--- src/rtl/ex_muldiv_unit_pkg.sv ---
// ex_muldiv_unit_pkg: op codes, FSM states and default width shared by the mul/div unit
package ex_muldiv_unit_pkg;
  localparam int MD_DATA_WIDTH = 32;
  localparam logic [1:0] MD_MULT  = 2'b00;
  localparam logic [1:0] MD_MULTU = 2'b01;
  localparam logic [1:0] MD_DIV   = 2'b10;
  localparam logic [1:0] MD_DIVU  = 2'b11;
  typedef enum logic [1:0] {
    MD_IDLE = 2'd0,
    MD_BUSY = 2'd1,
    MD_FIX  = 2'd2
  } md_state_e;
endpackage

--- src/rtl/ex_muldiv_unit_md_abs.sv ---
// md_abs: conditional two's-complement negation, used for operand magnitudes and result sign fix
module md_abs #(
  parameter int W = 32
) (
  input  logic [W-1:0] val_i,
  input  logic         neg_i,
  output logic [W-1:0] res_o
);
  assign res_o = neg_i ? -val_i : val_i;
endmodule

--- src/rtl/ex_muldiv_unit.sv ---
// ex_muldiv_unit: iterative shift-add multiplier / restoring divider holding architectural HI/LO
module ex_muldiv_unit
  import ex_muldiv_unit_pkg::*;
#(
  parameter int DATA_WIDTH = MD_DATA_WIDTH
) (
  input  logic                  i_clock,
  input  logic                  i_reset,
  input  logic                  i_valid,
  input  logic [1:0]            i_op,
  input  logic [DATA_WIDTH-1:0] i_regA,
  input  logic [DATA_WIDTH-1:0] i_regB,
  input  logic                  i_flush,
  input  logic                  i_wr_hi,
  input  logic                  i_wr_lo,
  input  logic [DATA_WIDTH-1:0] i_wdata,
  output logic [DATA_WIDTH-1:0] o_hi,
  output logic [DATA_WIDTH-1:0] o_lo,
  output logic                  o_busy,
  output logic                  o_done,
  output logic                  o_div_by_zero
);
  localparam int W  = DATA_WIDTH;
  localparam int CW = $clog2(W) + 1;
  md_state_e      state_q, state_d;
  logic [CW-1:0]  count_q, count_d;
  logic [2*W-1:0] acc_q, acc_d;
  logic [W-1:0]   a_q, a_d, b_q, b_d, hi_q, hi_d, lo_q, lo_d;
  logic           div_q, div_d, sa_q, sa_d, sb_q, sb_d;
  logic           done_q, done_d, dbz_q, dbz_d;
  logic           in_signed, in_b_zero, in_neg_a, in_neg_b;
  logic [W-1:0]   mag_a, mag_b, fix_quo, fix_rem, div_sub;
  logic [2*W-1:0] fix_prod, mul_step, div_step;
  logic [W:0]     mul_sum, div_rem;
  logic           div_ge;
  // A zero divisor keeps the dividend raw so the remainder comes out as the unsigned dividend
  assign in_signed = ~i_op[0];
  assign in_b_zero = i_regB == '0;
  assign in_neg_a  = in_signed & i_regA[W-1] & ~in_b_zero;
  assign in_neg_b  = in_signed & i_regB[W-1];
  md_abs #(.W(W)) u_abs_a (.val_i(i_regA), .neg_i(in_neg_a), .res_o(mag_a));
  md_abs #(.W(W)) u_abs_b (.val_i(i_regB), .neg_i(in_neg_b), .res_o(mag_b));
  // Multiply keeps {partial_hi, multiplier_remaining}; each step adds then shifts right
  assign mul_sum  = {1'b0, acc_q[2*W-1:W]} + (acc_q[0] ? {1'b0, a_q} : '0);
  assign mul_step = {mul_sum, acc_q[W-1:1]};
  // Divide keeps {remainder, dividend/quotient}; each step shifts left and trial-subtracts
  assign div_rem  = acc_q[2*W-1:W-1];
  assign div_ge   = div_rem >= {1'b0, b_q};
  assign div_sub  = div_rem[W-1:0] - b_q;
  assign div_step = div_ge ? {div_sub, acc_q[W-2:0], 1'b1} : {div_rem[W-1:0], acc_q[W-2:0], 1'b0};
  md_abs #(.W(2*W)) u_fix_prod (.val_i(acc_q), .neg_i(sa_q ^ sb_q), .res_o(fix_prod));
  md_abs #(.W(W))   u_fix_quo  (.val_i(acc_q[W-1:0]), .neg_i(sa_q ^ sb_q), .res_o(fix_quo));
  md_abs #(.W(W))   u_fix_rem  (.val_i(acc_q[2*W-1:W]), .neg_i(sa_q), .res_o(fix_rem));
  // Next-state: flush wins everywhere, IDLE handles start and MTHI/MTLO, BUSY iterates, FIX commits
  always_comb begin
    state_d = state_q;
    count_d = count_q;
    acc_d   = acc_q;
    a_d     = a_q;
    b_d     = b_q;
    div_d   = div_q;
    sa_d    = sa_q;
    sb_d    = sb_q;
    hi_d    = hi_q;
    lo_d    = lo_q;
    done_d  = 1'b0;
    dbz_d   = 1'b0;
    if (i_flush) begin
      state_d = MD_IDLE;
    end else begin
      case (state_q)
        MD_IDLE: begin
          if (i_valid) begin
            state_d = MD_BUSY;
            count_d = '0;
            acc_d   = {{W{1'b0}}, i_op[1] ? mag_a : mag_b};
            a_d     = mag_a;
            b_d     = mag_b;
            div_d   = i_op[1];
            sa_d    = in_neg_a;
            sb_d    = in_neg_b;
          end else begin
            hi_d = i_wr_hi ? i_wdata : hi_q;
            lo_d = i_wr_lo ? i_wdata : lo_q;
          end
        end
        MD_BUSY: begin
          acc_d   = div_q ? div_step : mul_step;
          count_d = count_q + CW'(1);
          state_d = (count_q == CW'(W - 1)) ? MD_FIX : MD_BUSY;
        end
        MD_FIX: begin
          state_d      = MD_IDLE;
          {hi_d, lo_d} = div_q ? {fix_rem, fix_quo} : fix_prod;
          done_d       = 1'b1;
          dbz_d        = div_q & (b_q == '0);
        end
        default: state_d = MD_IDLE;
      endcase
    end
  end
  // State and datapath registers, cleared asynchronously
  always_ff @(posedge i_clock or negedge i_reset) begin
    if (!i_reset) begin
      state_q <= MD_IDLE;
      count_q <= '0;
      acc_q   <= '0;
      a_q     <= '0;
      b_q     <= '0;
      div_q   <= 1'b0;
      sa_q    <= 1'b0;
      sb_q    <= 1'b0;
      hi_q    <= '0;
      lo_q    <= '0;
      done_q  <= 1'b0;
      dbz_q   <= 1'b0;
    end else begin
      state_q <= state_d;
      count_q <= count_d;
      acc_q   <= acc_d;
      a_q     <= a_d;
      b_q     <= b_d;
      div_q   <= div_d;
      sa_q    <= sa_d;
      sb_q    <= sb_d;
      hi_q    <= hi_d;
      lo_q    <= lo_d;
      done_q  <= done_d;
      dbz_q   <= dbz_d;
    end
  end
  assign o_hi          = hi_q;
  assign o_lo          = lo_q;
  assign o_busy        = state_q != MD_IDLE;
  assign o_done        = done_q;
  assign o_div_by_zero = dbz_q;
endmodule

--- config.mk ---
export PLATFORM = sky130hd
export DESIGN_NAME = ex_muldiv_unit
export DESIGN_NICKNAME = d
export VERILOG_FILES = /design/src/rtl/ex_muldiv_unit_pkg.sv /design/src/rtl/ex_muldiv_unit_md_abs.sv /design/src/rtl/ex_muldiv_unit.sv
export SDC_FILE = /design/constraint.sdc
export NUM_CORES = 1
export LEC_CHECK = 0
export ABC_AREA = 1
export CAP_MARGIN = 20
export CORE_MARGIN = 3
export CORE_UTILIZATION = 30
export CTS_CLUSTER_SIZE = 10
export DETAILED_ROUTE_END_ITERATION = 8
export SETUP_SLACK_MARGIN = 0.5
export SYNTH_ARGS = -nofsm -noshare
export SYNTH_HDL_FRONTEND = slang
export SYNTH_SLANG_ARGS = --single-unit
--- constraint.sdc ---
create_clock -name i_clock -period 2.7 [get_ports i_clock]
set_input_delay 0.405 -clock i_clock [delete_from_list [all_inputs] [get_ports i_clock]]
set_output_delay 0.405 -clock i_clock [all_outputs]
set_load 0.05 [all_outputs]
Word level (Yosys, flattened, before mapping)
Index checks and enable logic that the tools add are counted.
{"block": "word_totals", "ff_bits": 205, "out_inout_bits": 67}
{"block": "classes", "n_addsub": 8, "order_cmp": 1, "eq_ne": 8, "mux": 28, "bitwise": 8, "reduce_logical": 10}
{"cell": "32-bit two-way mux", "n": 10}
{"cell": "64-bit two-way mux", "n": 5}
{"cell": "32-bit negator", "n": 4}
{"cell": "32-bit case mux with 2 select lines", "n": 2}
{"cell": "64-bit case mux with 2 select lines", "n": 1}
{"cell": "32-bit zero test", "n": 2}
{"cell": "64-bit negator", "n": 1}
{"cell": "32-bit by 32-bit adder with 33-bit output", "n": 1}
{"cell": "33-bit by 32-bit greater-or-equal comparator with 1-bit output", "n": 1}
{"cell": "32-bit subtractor", "n": 1}
{"cell": "6-bit case mux with 2 select lines", "n": 1}
{"cell": "2-bit != test (second input constant)", "n": 4}
{"cell": "4-bit AND reduction", "n": 2}
{"cell": "6-bit by 1-bit adder with 6-bit output (second input constant)", "n": 1}
{"cell": "6-bit by 5-bit == test with 1-bit output (second input constant)", "n": 1}
{"cell": "2-bit two-way mux", "n": 3}
{"cell": "6-bit two-way mux", "n": 1}
{"cell": "3-bit AND reduction", "n": 2}
{"cell": "2-bit nonzero test", "n": 3}
{"cell": "1-bit bitwise AND", "n": 4}
{"cell": "1-bit two-way mux", "n": 4}
{"cell": "2-bit case mux with 2 select lines", "n": 1}
{"cell": "3-bit != test (second input constant)", "n": 1}
{"cell": "1-bit NOT", "n": 3}
{"cell": "other kinds (4)", "n": 4}

Logic depth before layout (Yosys ltp)
Gate-level depths: netlist of run 1.
{"block": "logic_depth", "depth_word": 7, "mapped_depth": 21, "ltp_nobuf": 19}

Cells and area by module
A second synthesis of run 1 with hierarchy kept.
{"block": "hier_totals", "hier_cells": 3742, "hier_area_um2": 22217.6}
{"mod": "ex_muldiv_unit", "instances": 1, "cells_per_inst": 2344, "area_per_inst_um2": 15597.5, "seq_area_each_um2": 5129.9}
{"mod": "md_abs at u_abs_a ...", "instances": 4, "cells_per_inst": 225, "area_per_inst_um2": 1052.3, "seq_area_each_um2": 0.0}
{"mod": "md_abs at u_fix_prod", "instances": 1, "cells_per_inst": 498, "area_per_inst_um2": 2411.1, "seq_area_each_um2": 0.0}

Least setup slack after synthesis of run 1
OpenSTA, ideal clock, no wires.
{"block": "synth_path", "path_type": "flip-flop to flip-flop", "startpoint": "register acc_q[0]", "endpoint": "register acc_q[47]", "setup_time_ns": 0.116, "arrival_ns": 2.410, "required_ns": 2.584, "slack_ns": 0.173, "stages_incl_launch_ff": 18, "n_path_buf": 2, "path_cell_list": "dfrtp_1 buf_2 clkbuf_1 nand2_1 inv_1 ha_1 inv_1 fa_1 o21ai_0 nand2_1 nand2_1 nand2_1 nand2_1 o21ai_0 o21ai_0 inv_1 nand2_1 nand2_1"}
{"block": "synth_via", "elab_chain_cells": 4}
{"element": "from (decl)", "line": "ex_muldiv_unit.sv:27", "rtl": "logic [2*W-1:0] acc_q, acc_d;"}
{"element": "from (signal assigned)", "line": "ex_muldiv_unit.sv:107", "rtl": "acc_q <= '0;"}
{"element": "from (signal assigned)", "line": "ex_muldiv_unit.sv:120", "rtl": "acc_q <= acc_d;"}
{"element": "32-bit two-way mux", "line": "ex_muldiv_unit.sv:44", "rtl": "assign mul_sum = {1'b0, acc_q[2*W-1:W]} + (acc_q[0] ? {1'b0, a_q} : '0);"}
{"element": "32-bit by 32-bit adder with 33-bit output", "line": "ex_muldiv_unit.sv:44"}
{"element": "64-bit two-way mux", "line": "ex_muldiv_unit.sv:88", "rtl": "acc_d = div_q ? div_step : mul_step;"}
{"element": "64-bit case mux with 2 select lines", "line": "ex_muldiv_unit.sv:71", "rtl": "case (state_q)"}
No other way between the ends.
A chain may end at the register's enable or synchronous reset.

Final worst setup path of run 1
{"block": "layout_path", "startpoint": "register acc_q[0]", "endpoint": "register acc_q[44]"}
Same word-level chain as after synthesis.

==> summary.txt, run 1 <==
Outcome
  – Status: completed

Floorplan
  – Core area: 63500 µm²
  – Num rows: 92
  – Die width: 260 µm
  – Full die area: between 60000 and 70000 µm²
  – Height of the die: 260 µm
  – Starting Density: 0.305
  – IO Pins: approximately 170

Critical path
  – Worst Path Buf+Inv: 4
  – CP delay by family, top: simple AND/OR/NAND/NOR gates
  – Critical path capture point: acc_q[44]$_DFFE_PN0P_
  – Startpoint class of the critical path: flip-flop
  – Slowest Stage Delay on Critical Path: 0.48 ns
  – Crit. Startpoint: acc_q[0]$_DFFE_PN0P_
  – Worst path arrival time: around 3.0 ns
  – CP endpoint kind: flip-flop
  – Worst-path cell chain: buf_12, nand2_1, inv_1, ha_4, nand2_2, nor2_4, inv_1, nor3_1, nand2_1, nand2_4, buf_4, nand2_2, a31oi_4, nand3_2, o21ai_1
  – Critical path depth: 15
  – Cells on worst reg2reg path: 15
  – R2r setup slk: 0.26 ns
  – Critical-path maximum fanout: 15
  – Reg2reg start: acc_q[0]$_DFFE_PN0P_
  – Slowest cell on crit path: dfrtp_2
  – Crit path required time: 3.21 ns
  – RR Endpoint: acc_q[44]$_DFFE_PN0P_
  – Crit path kind: flip-flop to flip-flop

STA
  – RSZ-0062 raised after global routing: true
  – Actual slew at the worst max-slew pin: 0.854 ns
  – Min Clock Period, post-route: 2.44 ns
  – Max Slew Vio Count: 0
  – Final setup viols: 0
  – Final Hold Fails: 0
  – Final period utilization: 0.905
  – Final worst slack: 0.255 ns
  – Worst rel slew slack: 0.431
  – Clk_skew: 0.0314 ns
  – Fmax: 409 MHz
  – Setup TNS: 0 ns

Routing
  – Via Count: ~24000
  – Via density: 5.32
  – WL/cell: between 20 and 25 µm
  – Aggregate routed wire length: 93800 µm
  – DR pass1 iterations: 6
  – DRT met1 WL: between 30000 and 40000 µm
  – Wire length on met3: 7100 µm
  – Iter 0 DRT Violations: 2958
  – DRC viols: 0
  – Max Used Layer: met4
  – Antenna Nets Post-Route: 0
  – Routed met2 length: 42600 µm

Logic synthesis
  – Syn_nets: 3418
  – Synth Area in Adders: 0.0466
  – Synth warn: 0
  – Number of enable flip-flop cells after synthesis: 0
  – Top cell type's share of synthesized area: 0.264
  – Mux share of post-synthesis cell area: 0
  – Main combinational cell family by area after synthesis: simple AND/OR/NAND/NOR gates
  – Post-synthesis compound-gate area fraction: 0.148
  – Post-Synth XOR/XNOR Area: 0.0208
  – Primary FF master, synth: dfrtp_1
  – Post-Syn Area: just under 20000 µm²
  – Mapped Avg Cell Area: 5.98 µm²
  – Area leader, netlist: dfrtp_1
  – Synth Area in Simple Gates: 0.414
  – Ranking of synthesized cells by area: dfrtp_1 (26%), nand2_1 (18%), nand3_1 (9.1%)
  – Sequential-to-total area share from yosys stat: 0.264
  – #FFs+latches synth: a little over 200
  – Cells after synthesis: 3243
  – Async SR Flop Fraction: 1.00
  – Yosys cell types: a little under 50

Layout
  – Antenna diodes: 0
  – Most common cell after layout, fill and taps aside: nand2_1
  – Fill cells: 6694
  – Final nets: around 3800
  – Ratio of cells with drive above 1 in the final layout: 0.226
  – Most frequent cells in the layout: nand2_1 (836), nor2_1 (367), inv_1 (354), nand3_1 (303), buf_4 (249)
  – Layout area overhead: 40.9%
  – Final Core Density: 0.430

Pwr
  – Peak supply drop: 0.549 mV
  – Leak: 0.0129 µW
  – Total Power: roughly 22000 µW
  – Power Density: 815 nW/µm²

Clocking
  – Clock sink count: 205
  – TritonCTS clock tree: built
  – Cts bufs inserted: 27
  – Clock-pin slew on the worst setup and hold paths: 0.06 ns
  – Root buffer cell: clkbuf_16
  – Htree depth: 1
  – Max clock buf depth: 3
  – Clock Latency Late Sink: 0.58 ns

Flow run
  – Total of max-cap violations: 0

Placement
  – PortBufs: between 150 and 200
  – Hpwl dp: 74100 µm
  – GPL Wtd Cong: 1.00
  – Place WS: -0.0199 ns

Global routing
  – Initial antenna violation count: 0
  – Vias in the first global route: 22100
  – First-pass GRT wire length: 135000 µm
  – GRT overflow: 0
  – Total track usage: 0.262
  – Largest net degree at the start of global routing: 74

Min path
  – Hold Path Class: input port to asynchronous set/reset pin
synthesized netlist by cell type, drive strengths merged (15+ instances only):
cell	count
a21boi	17
a21oi	156
a2bb2oi	22
a31oi	66
buf	49
clkbuf	62
dfrtp	205
ha	69
inv	414
nand2	940
nand3	354
nand4	57
nor2	454
nor3	35
o211ai	15
o21ai	197
or2	30
xor2	36
final cells by class:
type                       count  area, µm²  share of cell area
clock buffer                  34        712              0.0261
clock inverter                 9        101             0.00371
inverter                     414       1600              0.0584
multi-input combinational   2514      14300               0.523
sequential                   205       5150               0.188
tap                          846       1060              0.0387
timing repair buffer         467       4400               0.161
registers in the layout, indices dropped and copies added (netlist names):
signal / flops
acc_q: 64
a_q: 32
b_q: 32
o_hi: 32
o_lo: 32
count_q: 6
state_q: 2
div_q: 1
o_div_by_zero: 1
o_done: 1
sa_q: 1
sb_q: 1
per-layer routing:
layer / track usage / up-vias
met4: 0.107 / 0
met1: 0.357 / 11300
met2: 0.418 / 1074
li1: - / 11300
met5: 0 / -
met3: 0.0346 / 199
where the power goes:
part / leakage, µW / switching, µW / internal (µW)
clock: 0.000399 / 1480 / 2030
sequential: 0.00241 / 777 / 3730
combinational: 0.0101 / 8800 / 5440
worst min path at each step:
stage	to	slack [ns]	cells after the start
3_5_place_dp	o_hi[23]$_DFFE_PN0P_	0.41	1
5_1_grt	o_hi[23]$_DFFE_PN0P_	0.45	2
6_report	o_hi[23]$_DFFE_PN0P_	0.39	2
3_3_place_gp	o_hi[23]$_DFFE_PN0P_	0.41	1
2_1_floorplan	a_q[0]$_DFFE_PN0P_	0.11	0
4_1_cts	o_hi[23]$_DFFE_PN0P_	0.42	2
logic make-up after synthesis:
group                    Yosys count
flip-flops                       205
adder cells (fa/ha/maj)           71
XOR/XNOR                          46
buffers and inverters            525
AND/OR/NAND/NOR                 1891
AO/OA/AOI/OAI                    505
per-stage QoR:
step,instances,hold slack (ns),instance area (µm²)
after global routing,4489,0.450,27300
after detailed placement,4338,0.413,23300
final,4489,0.393,27300
after global placement,4338,0.410,23300
after floorplan,3243,0.109,19400
after CTS,4426,0.424,25600
timing repair:
action / in CTS / in global routing
hold endpoints to repair: 68 / 0
pin swaps: 35 / 126
endpoints found under the setup margin: 94 / 162
cloned: 2 / 2
buffers inserted: 42 / 61
resized for setup: 237 / 367
hold buffers: 1 / 0
No activity file was read; power rests on OpenSTA's default activity.
==> run 2: changes to the inputs <==
--- a/config.mk
+++ b/config.mk
@@ -11,6 +11,7 @@
 export CORE_UTILIZATION = 30
 export CTS_CLUSTER_SIZE = 10
 export DETAILED_ROUTE_END_ITERATION = 8
+export PLACE_DENSITY_LB_ADDON = 0.12
 export SETUP_SLACK_MARGIN = 0.5
 export SYNTH_ARGS = -nofsm -noshare
 export SYNTH_HDL_FRONTEND = slang
==> run 2 against run 1 <==
Sequential share of layout area is 0.20 points lower. Critical path depth is 3 higher. Via count is 2.0% lower. Clock-buffer cell count is 5 higher. Clock skew is 0.0053 ns lower. Final cell count is 0.33% higher. Setup slack better by 0.037 ns. First-iteration DRC count is 20% lower. Register-to-register slack better by 0.04 ns.
==> summary.txt, run 2 (synthesized netlist as in run 1, its figures left out) <==
Outcome
  – Status: completed (unchanged)

Layout
  – Largest register FFs: 64 (unchanged)
  – Top reg by flops: acc_q (unchanged)
  – Final Cell Area: 27600 µm² (was 27300 µm²)
  – Ratio of cells with drive above 1 in the final layout: 0.244 (was 0.226)
  – Final cell count without fillers: 4504 (was 4489)
  – Most common cell after layout, fill and taps aside: nand2_1 (unchanged)
  – Layout area overhead: 42.4% (was 40.9%)
  – Final nets: 3816 (was 3804)
  – Antenna diodes: 0 (unchanged)
  – Most frequent cells in the layout: nand2_1 (809), nor2_1 (370), inv_1 (339), nand3_1 (301), buf_4 (273) (was nand2_1 (836), nor2_1 (367), inv_1 (354), nand3_1 (303), buf_4 (249))

Critical path
  – RR Endpoint: acc_q[63]$_DFFE_PN0P_ (was acc_q[44]$_DFFE_PN0P_)
  – Crit path top cell by count: nand2_2
  – Crit path kind: flip-flop to flip-flop (unchanged)
  – R2r setup slk: 0.29 ns (was 0.26 ns)
  – Worst-path cell chain: nand2_2, inv_2, ha_4, inv_4, fa_2, o21ai_2, nand2_1, nand2_2, nand2_2, nand2_2, nand2_2, nand2_2, nand2_2, nand2_4, nand2_4, inv_2, nand2_1, nand2_1 (was buf_12, nand2_1, inv_1, ha_4, nand2_2, nor2_4, inv_1, nor3_1, nand2_1, nand2_4, buf_4, nand2_2, a31oi_4, nand3_2, o21ai_1)
  – Slowest cell on crit path: dfrtp_2 (unchanged)
  – Cells on worst reg2reg path: 18 (was 15)
  – Startpoint class of the critical path: flip-flop (unchanged)
  – Critical-path maximum fanout: 6 (was 15)
  – Reg2reg start: acc_q[0]$_DFFE_PN0P_ (unchanged)
  – Slowest Stage Delay on Critical Path: 0.53 ns (was 0.48 ns)
  – Crit path required time: 3.21 ns (about the same)
  – CP endpoint kind: flip-flop (unchanged)
  – Worst path arrival time: 2.92 ns (was 2.95 ns)

Routing
  – DR pass1 iterations: 6 (unchanged)
  – WL/cell: 21.6 µm (was 20.9 µm)
  – Iter 0 DRT Violations: 2357 (was 2958)
  – Antenna Nets Post-Route: 0 (unchanged)
  – DRC viols: 0 (unchanged)
  – Via density: 5.20 (was 5.32)
  – Aggregate routed wire length: 97300 µm (was 93800 µm)
  – Via Count: 23400 (was 23900)

Placement
  – Placed insts: 4374 (was 4338)
  – Hpwl dp: 77700 µm (was 74100 µm)
  – GPL Wtd Cong: 0.950 (was 1.00)
  – Area after DPL: 23500 µm² (was 23300 µm²)
  – PortBufs: 170 (unchanged)

Floorplan
  – Starting Density: 0.305 (unchanged)
  – Core area: 63500 µm² (unchanged)
  – Die width: 260 µm (unchanged)
  – IO Pins: 171 (unchanged)
  – Num rows: 92 (unchanged)
  – Full die area: 67700 µm² (unchanged)
  – Height of the die: 260 µm (unchanged)

STA
  – Max Slew Vio Count: 0 (unchanged)
  – Fmax: 415 MHz (was 409 MHz)
  – Actual slew at the worst max-slew pin: 0.727 ns (was 0.854 ns)
  – Worst rel slew slack: 0.510 (was 0.431)
  – Min Clock Period, post-route: 2.41 ns (was 2.44 ns)
  – Final Hold Fails: 0 (unchanged)
  – Final period utilization: 0.892 (was 0.905)
  – RSZ-0062 raised after global routing: true (unchanged)
  – Clk_skew: 0.0261 ns (was 0.0314 ns)
  – Final setup viols: 0 (unchanged)

Global routing
  – Initial antenna violation count: 2 (was 0)
  – Total track usage: 0.273 (was 0.262)
  – Largest net degree at the start of global routing: 83 (was 74)
  – Vias in the first global route: 21600 (was 22100)
  – GRT overflow: 0 (unchanged)
  – First-pass GRT wire length: 139000 µm (was 135000 µm)

Pwr
  – Leak: 0.0128 µW (was 0.0129 µW)
  – Power Density: 832 nW/µm² (was 815 nW/µm²)
  – Peak supply drop: 0.345 mV (was 0.549 mV)

Flow run
  – Total of max-cap violations: 0 (unchanged)

Clocking
  – Clock Latency Late Sink: 0.59 ns (was 0.58 ns)
  – Clock sink count: 205 (unchanged)
  – Root buffer cell: clkbuf_16 (unchanged)
  – Clock-pin slew on the worst setup and hold paths: 0.06 ns (about the same)
  – TritonCTS clock tree: built (unchanged)
  – Htree depth: 1 (unchanged)
  – Max clock buf depth: 3 (unchanged)
  – Cts bufs inserted: 28 (was 27)

Min path
  – Hold Path Class: input port to asynchronous set/reset pin (unchanged)
[run 2: stage by stage]
stage	TNS, ns	power, µW	hold WS (ns)	setup slack, ns	util
floorplan	0	11100	0.109	0.508	-
global placement	-0.385	15800	0.411	-0.138	0.370
detailed placement	-0.607	15800	0.416	-0.113	0.370
CTS	0	20200	0.400	0.219	0.394
global route	0	24200	0.424	0.169	0.435
finish	0	23000	0.392	0.293	0.435
[run 2: per-layer routing]
metal	vias to the layer above	part of all wire	global-route usage	wire (µm)
li1	11400	-	-	-
met1	11100	0.45	0.394	44100
met2	820	0.44	0.414	42500
met3	134	0.075	0.0451	7330
met4	2	0.035	0.0886	3400
met5	-	0.000092	0	9
[run 2: how the worst max path moves through the flow]
| stage | from | endpoint | slack (ns) | cells after the start |
|---|---|---|---|---|
| 2_1_floorplan | acc_q[0]$_DFFE_PN0P_ | acc_q[53]$_DFFE_PN0P_ | 0.51 | 15 |
| 3_5_place_dp | i_regB[0] | acc_q[14]$_DFFE_PN0P_ | -0.11 | 14 |
| 3_3_place_gp | i_regB[0] | acc_q[14]$_DFFE_PN0P_ | -0.14 | 14 |
| 6_report | acc_q[0]$_DFFE_PN0P_ | acc_q[63]$_DFFE_PN0P_ | 0.29 | 18 |
| 4_1_cts | acc_q[0]$_DFFE_PN0P_ | acc_q[62]$_DFFE_PN0P_ | 0.22 | 20 |
| 5_1_grt | acc_q[0]$_DFFE_PN0P_ | acc_q[58]$_DFFE_PN0P_ | 0.17 | 16 |
[run 2: layout make-up]
type / instances / area (µm²)
multi-input combinational: 2514 / 14600
timing repair buffer: 478 / 4300
fill: 6829 / 35900
clock inverter: 8 / 73.8
inverter: 414 / 1590
sequential: 205 / 5150
clock buffer: 39 / 793
tap: 846 / 1060
[run 2: what timing repair did]
item,CTS,global route
resized for setup,134,524
endpoints found under the hold margin,60,0
pin swaps,13,167
setup buffers,7,69
endpoints found under the setup margin,83,138
cloned,1,5
hold buffers,1,0
[run 2: power by group]
part | switching (µW) | leakage (µW) | internal (µW) | total (µW)
sequential | 802 | 0.00241 | 3740 | 4540
combinational | 9100 | 0.00992 | 5650 | 14800
clock | 1570 | 0.000421 | 2120 | 3690
[run 2: critical path, delay by kind of cell (launching register included)]
kind	cells	cell delay (ns)
DFF	1	0.53
adders and majority gates	2	0.56
and+or+nand+nor	12	0.90
AOI/OAI and AO/OA	1	0.18
buffers and inverters	3	0.18
==> run 3: changes to the inputs <==
--- a/config.mk
+++ b/config.mk
@@ -11,6 +11,8 @@
 export CORE_UTILIZATION = 30
 export CTS_CLUSTER_SIZE = 10
 export DETAILED_ROUTE_END_ITERATION = 8
+export DONT_BUFFER_PORTS = 1
+export HOLD_SLACK_MARGIN = 0.1
 export PLACE_DENSITY_LB_ADDON = 0.12
 export SETUP_SLACK_MARGIN = 0.5
 export SYNTH_ARGS = -nofsm -noshare
==> run 3 against run 2 <==
The run now ends with hold timing left. Clock skew up 0.0021 ns. Clock power up 9.2%. Die area did not move. First-iteration DRC count is 12% lower. Global-route usage is 0.98 points higher. Sequential share of layout area is 1.3 points higher. Core utilization shrank 2.8 points. Power is 2.3% lower. Clock-buffer cell count rose by 3. Sequential power is 16% higher. Combinational power fell by 11%. Final cell count shrank 4.2%. Critical path type unchanged. Critical endpoint is now acc_q[58]$_DFFE_PN0P_.
==> summary.txt, run 3 (synthesized netlist as in run 1, its figures left out) <==
Outcome
  – Status: finished, violations left (was completed)
  – Failing checks: hold timing

Pwr
  – Sw frac: 0.500 (was 0.499)
  – Clk pwr share: 0.179 (was 0.161)
  – Leak: 0.0119 µW (was 0.0128 µW)
  – Sequential share of power: 0.235 (was 0.197)
  – Pint: 11200 µW (was 11500 µW)
  – Switch Pwr: 11200 µW (was 11500 µW)
  – Total Power: 22500 µW (was 23000 µW)
  – Power Density: 870 nW/µm² (was 832 nW/µm²)
  – Peak supply drop: 0.373 mV (was 0.345 mV)
  – Logic pwr share: 0.586 (was 0.642)

Critical path
  – Worst-path cell chain: buf_6, nand2_2, inv_2, ha_4, nand2_2, o21ai_4, nand2_2, nand2_2, nand2_1, nand2_2, nand2_2, nand3_1, nand2_1, nor2_2, nor2_1, nand2_1, nand2_1 (was nand2_2, inv_2, ha_4, inv_4, fa_2, o21ai_2, nand2_1, nand2_2, nand2_2, nand2_2, nand2_2, nand2_2, nand2_2, nand2_4, nand2_4, inv_2, nand2_1, nand2_1)
  – Crit path top cell by count: nand2_2 (unchanged)
  – Startpoint class of the critical path: flip-flop (unchanged)
  – Crit. Startpoint: acc_q[0]$_DFFE_PN0P_ (unchanged)
  – Worst path arrival time: 2.89 ns (was 2.92 ns)
  – Reg2reg start: acc_q[0]$_DFFE_PN0P_ (unchanged)
  – Crit path required time: 3.17 ns (was 3.21 ns)
  – Slowest Stage Delay on Critical Path: 0.49 ns (was 0.53 ns)
  – Critical-path maximum fanout: 8 (was 6)
  – Slowest cell on crit path: dfrtp_2 (unchanged)
  – CP endpoint kind: flip-flop (unchanged)
  – Crit path kind: flip-flop to flip-flop (unchanged)

Floorplan
  – Die width: 260 µm (unchanged)
  – Height of the die: 260 µm (unchanged)
  – Core area: 63500 µm² (unchanged)
  – Full die area: 67700 µm² (unchanged)
  – Starting Density: 0.305 (unchanged)
  – Num rows: 92 (unchanged)
  – IO Pins: 171 (unchanged)

Routing
  – Antenna Nets Post-Route: 0 (unchanged)
  – Via density: 5.32 (was 5.20)
  – Iter 0 DRT Violations: 2070 (was 2357)
  – WL/cell: 23.0 µm (was 21.6 µm)
  – Via Count: 23000 (was 23400)
  – DRC viols: 0 (unchanged)
  – Aggregate routed wire length: 99200 µm (was 97300 µm)
  – DR pass1 iterations: 6 (unchanged)

Min path
  – Hold Path Class: input port to asynchronous set/reset pin (unchanged)

Global routing
  – Vias in the first global route: 22200 (was 21600)
  – Largest net degree at the start of global routing: 206 (was 83)
  – Met2 usage: 0.450 (was 0.414)
  – Grt met1 use: 0.401 (was 0.394)
  – Total track usage: 0.283 (was 0.273)
  – GRT overflow: 0 (unchanged)
  – Grt met3 use: 0.0436 (was 0.0451)
  – Initial antenna violation count: 1 (was 2)
  – Top Usage Layer GRT: met2 (unchanged)
  – First-pass GRT wire length: 144000 µm (was 139000 µm)

Layout
  – Most frequent cells in the layout: nand2_1 (832), nor2_1 (374), inv_1 (352), nand3_1 (312), dfrtp_1 (196) (was nand2_1 (809), nor2_1 (370), inv_1 (339), nand3_1 (301), buf_4 (273))
  – Largest register FFs: 64 (unchanged)
  – Most common cell after layout, fill and taps aside: nand2_1 (unchanged)
  – Register Area: 5140 µm² (was 5150 µm²)
  – Final nets: 3623 (was 3816)
  – Ratio of cells with drive above 1 in the final layout: 0.217 (was 0.244)
  – Multi-input gate area: 14400 µm² (was 14600 µm²)
  – Fill cells: 6850 (was 6829)
  – Layout area overhead: 33.1% (was 42.4%)
  – Top reg by flops: acc_q (unchanged)
  – Final Core Density: 0.406 (was 0.435)
  – Antenna diodes: 0 (unchanged)

STA
  – Max Slew Vio Count: 0 (unchanged)
  – Fmax: 414 MHz (was 415 MHz)
  – Hold WS: -0.466 ns (was 0.392 ns)
  – Min Clock Period, post-route: 2.42 ns (was 2.41 ns)
  – Clk_skew: 0.0282 ns (was 0.0261 ns)
  – Final period utilization: 0.895 (was 0.892)
  – Actual slew at the worst max-slew pin: 0.787 ns (was 0.727 ns)
  – Worst rel slew slack: 0.475 (was 0.510)
  – RSZ-0062 raised after global routing: true (unchanged)
  – Final setup viols: 0 (unchanged)
  – Final Hold Fails: 205 (was 0)

Clocking
  – Clock Latency Late Sink: 0.60 ns (was 0.59 ns)
  – Root buffer cell: clkbuf_16 (unchanged)
  – Clock-pin slew on the worst setup and hold paths: 0.06 ns (about the same)
  – Clock sink count: 205 (unchanged)
  – Cts bufs inserted: 28 (unchanged)
  – Max clock buf depth: 3 (unchanged)
  – Hold buffer count at CTS: 63 (was 1)
  – Htree depth: 1 (unchanged)
  – TritonCTS clock tree: built (unchanged)

Placement
  – GPL Wtd Cong: 0.969 (was 0.950)
  – PortBufs: 0 (was 170)
  – Hpwl dp: 78400 µm (was 77700 µm)

Flow run
  – Total of max-cap violations: 0 (unchanged)
run 3: changes by cell type in the layout (fill, tap and decap cells not counted), sizes merged:
cell	before	now
buf	304	217
bufinv	1	4
clkinv	5	3
clkdlybuf4s50	168	0
clkbuf	44	46
inv	413	412
dlygate4sd3	1	63
run 3: per-layer routing:
metal | vias to the layer above | part of all wire
li1 | 11000 | -
met1 | 11000 | 0.46
met2 | 810 | 0.45
met3 | 133 | 0.062
met4 | 0 | 0.031
met5 | - | 0
run 3: worst max-delay path: cells and delay by family (launching register included):
kind / cells / cell delay, ns
compound gates: 1 / 0.20
fa+ha+maj: 1 / 0.30
buf+inv: 2 / 0.23
flops: 1 / 0.49
simple gates: 13 / 1.08
run 3: final cells by class:
class / instances / area share
Multi-Input combinational cell: 2514 / 0.557
Sequential cell: 205 / 0.199
Timing Repair Buffer: 284 / 0.102
Inverter: 414 / 0.0621
Tap cell: 846 / 0.0410
Clock buffer: 42 / 0.0319
Clock inverter: 7 / 0.00635
Timing Repair inverter: 1 / 0.000291
run 3: final timing paths:
| path | to | cells past startpoint | slack (ns) |
|---|---|---|---|
| min in group i_clock | count_q[1]$_DFFE_PN0P_ | 2 | 0.12 |
| setup / recovery | acc_q[58]$_DFFE_PN0P_ | 17 | 0.28 |
| max in group asynchronous | b_q[9]$_DFFE_PN0P_ | 0 | 2.58 |
| setup reg to reg | acc_q[58]$_DFFE_PN0P_ | 17 | 0.28 |
| hold reg to reg | b_q[21]$_DFFE_PN0P_ | 2 | 0.51 |
| hold / removal | o_hi[9]$_DFFE_PN0P_ | 0 | -0.47 |
run 3: stage by stage:
stage	instances	cell area, µm²	setup slack [ns]	hold WS [ns]	setup TNS (ns)
2_1_floorplan	3243	19400	0.508	0.109	0
3_3_place_gp	4101	21000	-0.215	0.116	-0.284
3_5_place_dp	4101	21000	-0.192	0.119	-0.265
4_1_cts	4269	24400	0.338	-0.496	0
5_1_grt	4313	25800	0.151	-0.493	0
6_report	4313	25800	0.282	-0.466	0
run 3: timing repair:
action / CTS / global route
buffers inserted: 54 / 39
endpoints found under the hold margin: 277 / 205
gates cloned: 2 / 5
resized for setup: 294 / 270
endpoints found under the setup margin: 74 / 110
pin swaps: 62 / 89
run 3: power by group through the flow:
stage	logic (µW)	registers, µW	clock network [µW]
floorplan	6110	4980	0
global placement	9950	5200	0
detailed placement	9890	5200	0
CTS	11700	5250	4080
global route	14200	5330	4210
finish	13200	5270	4030
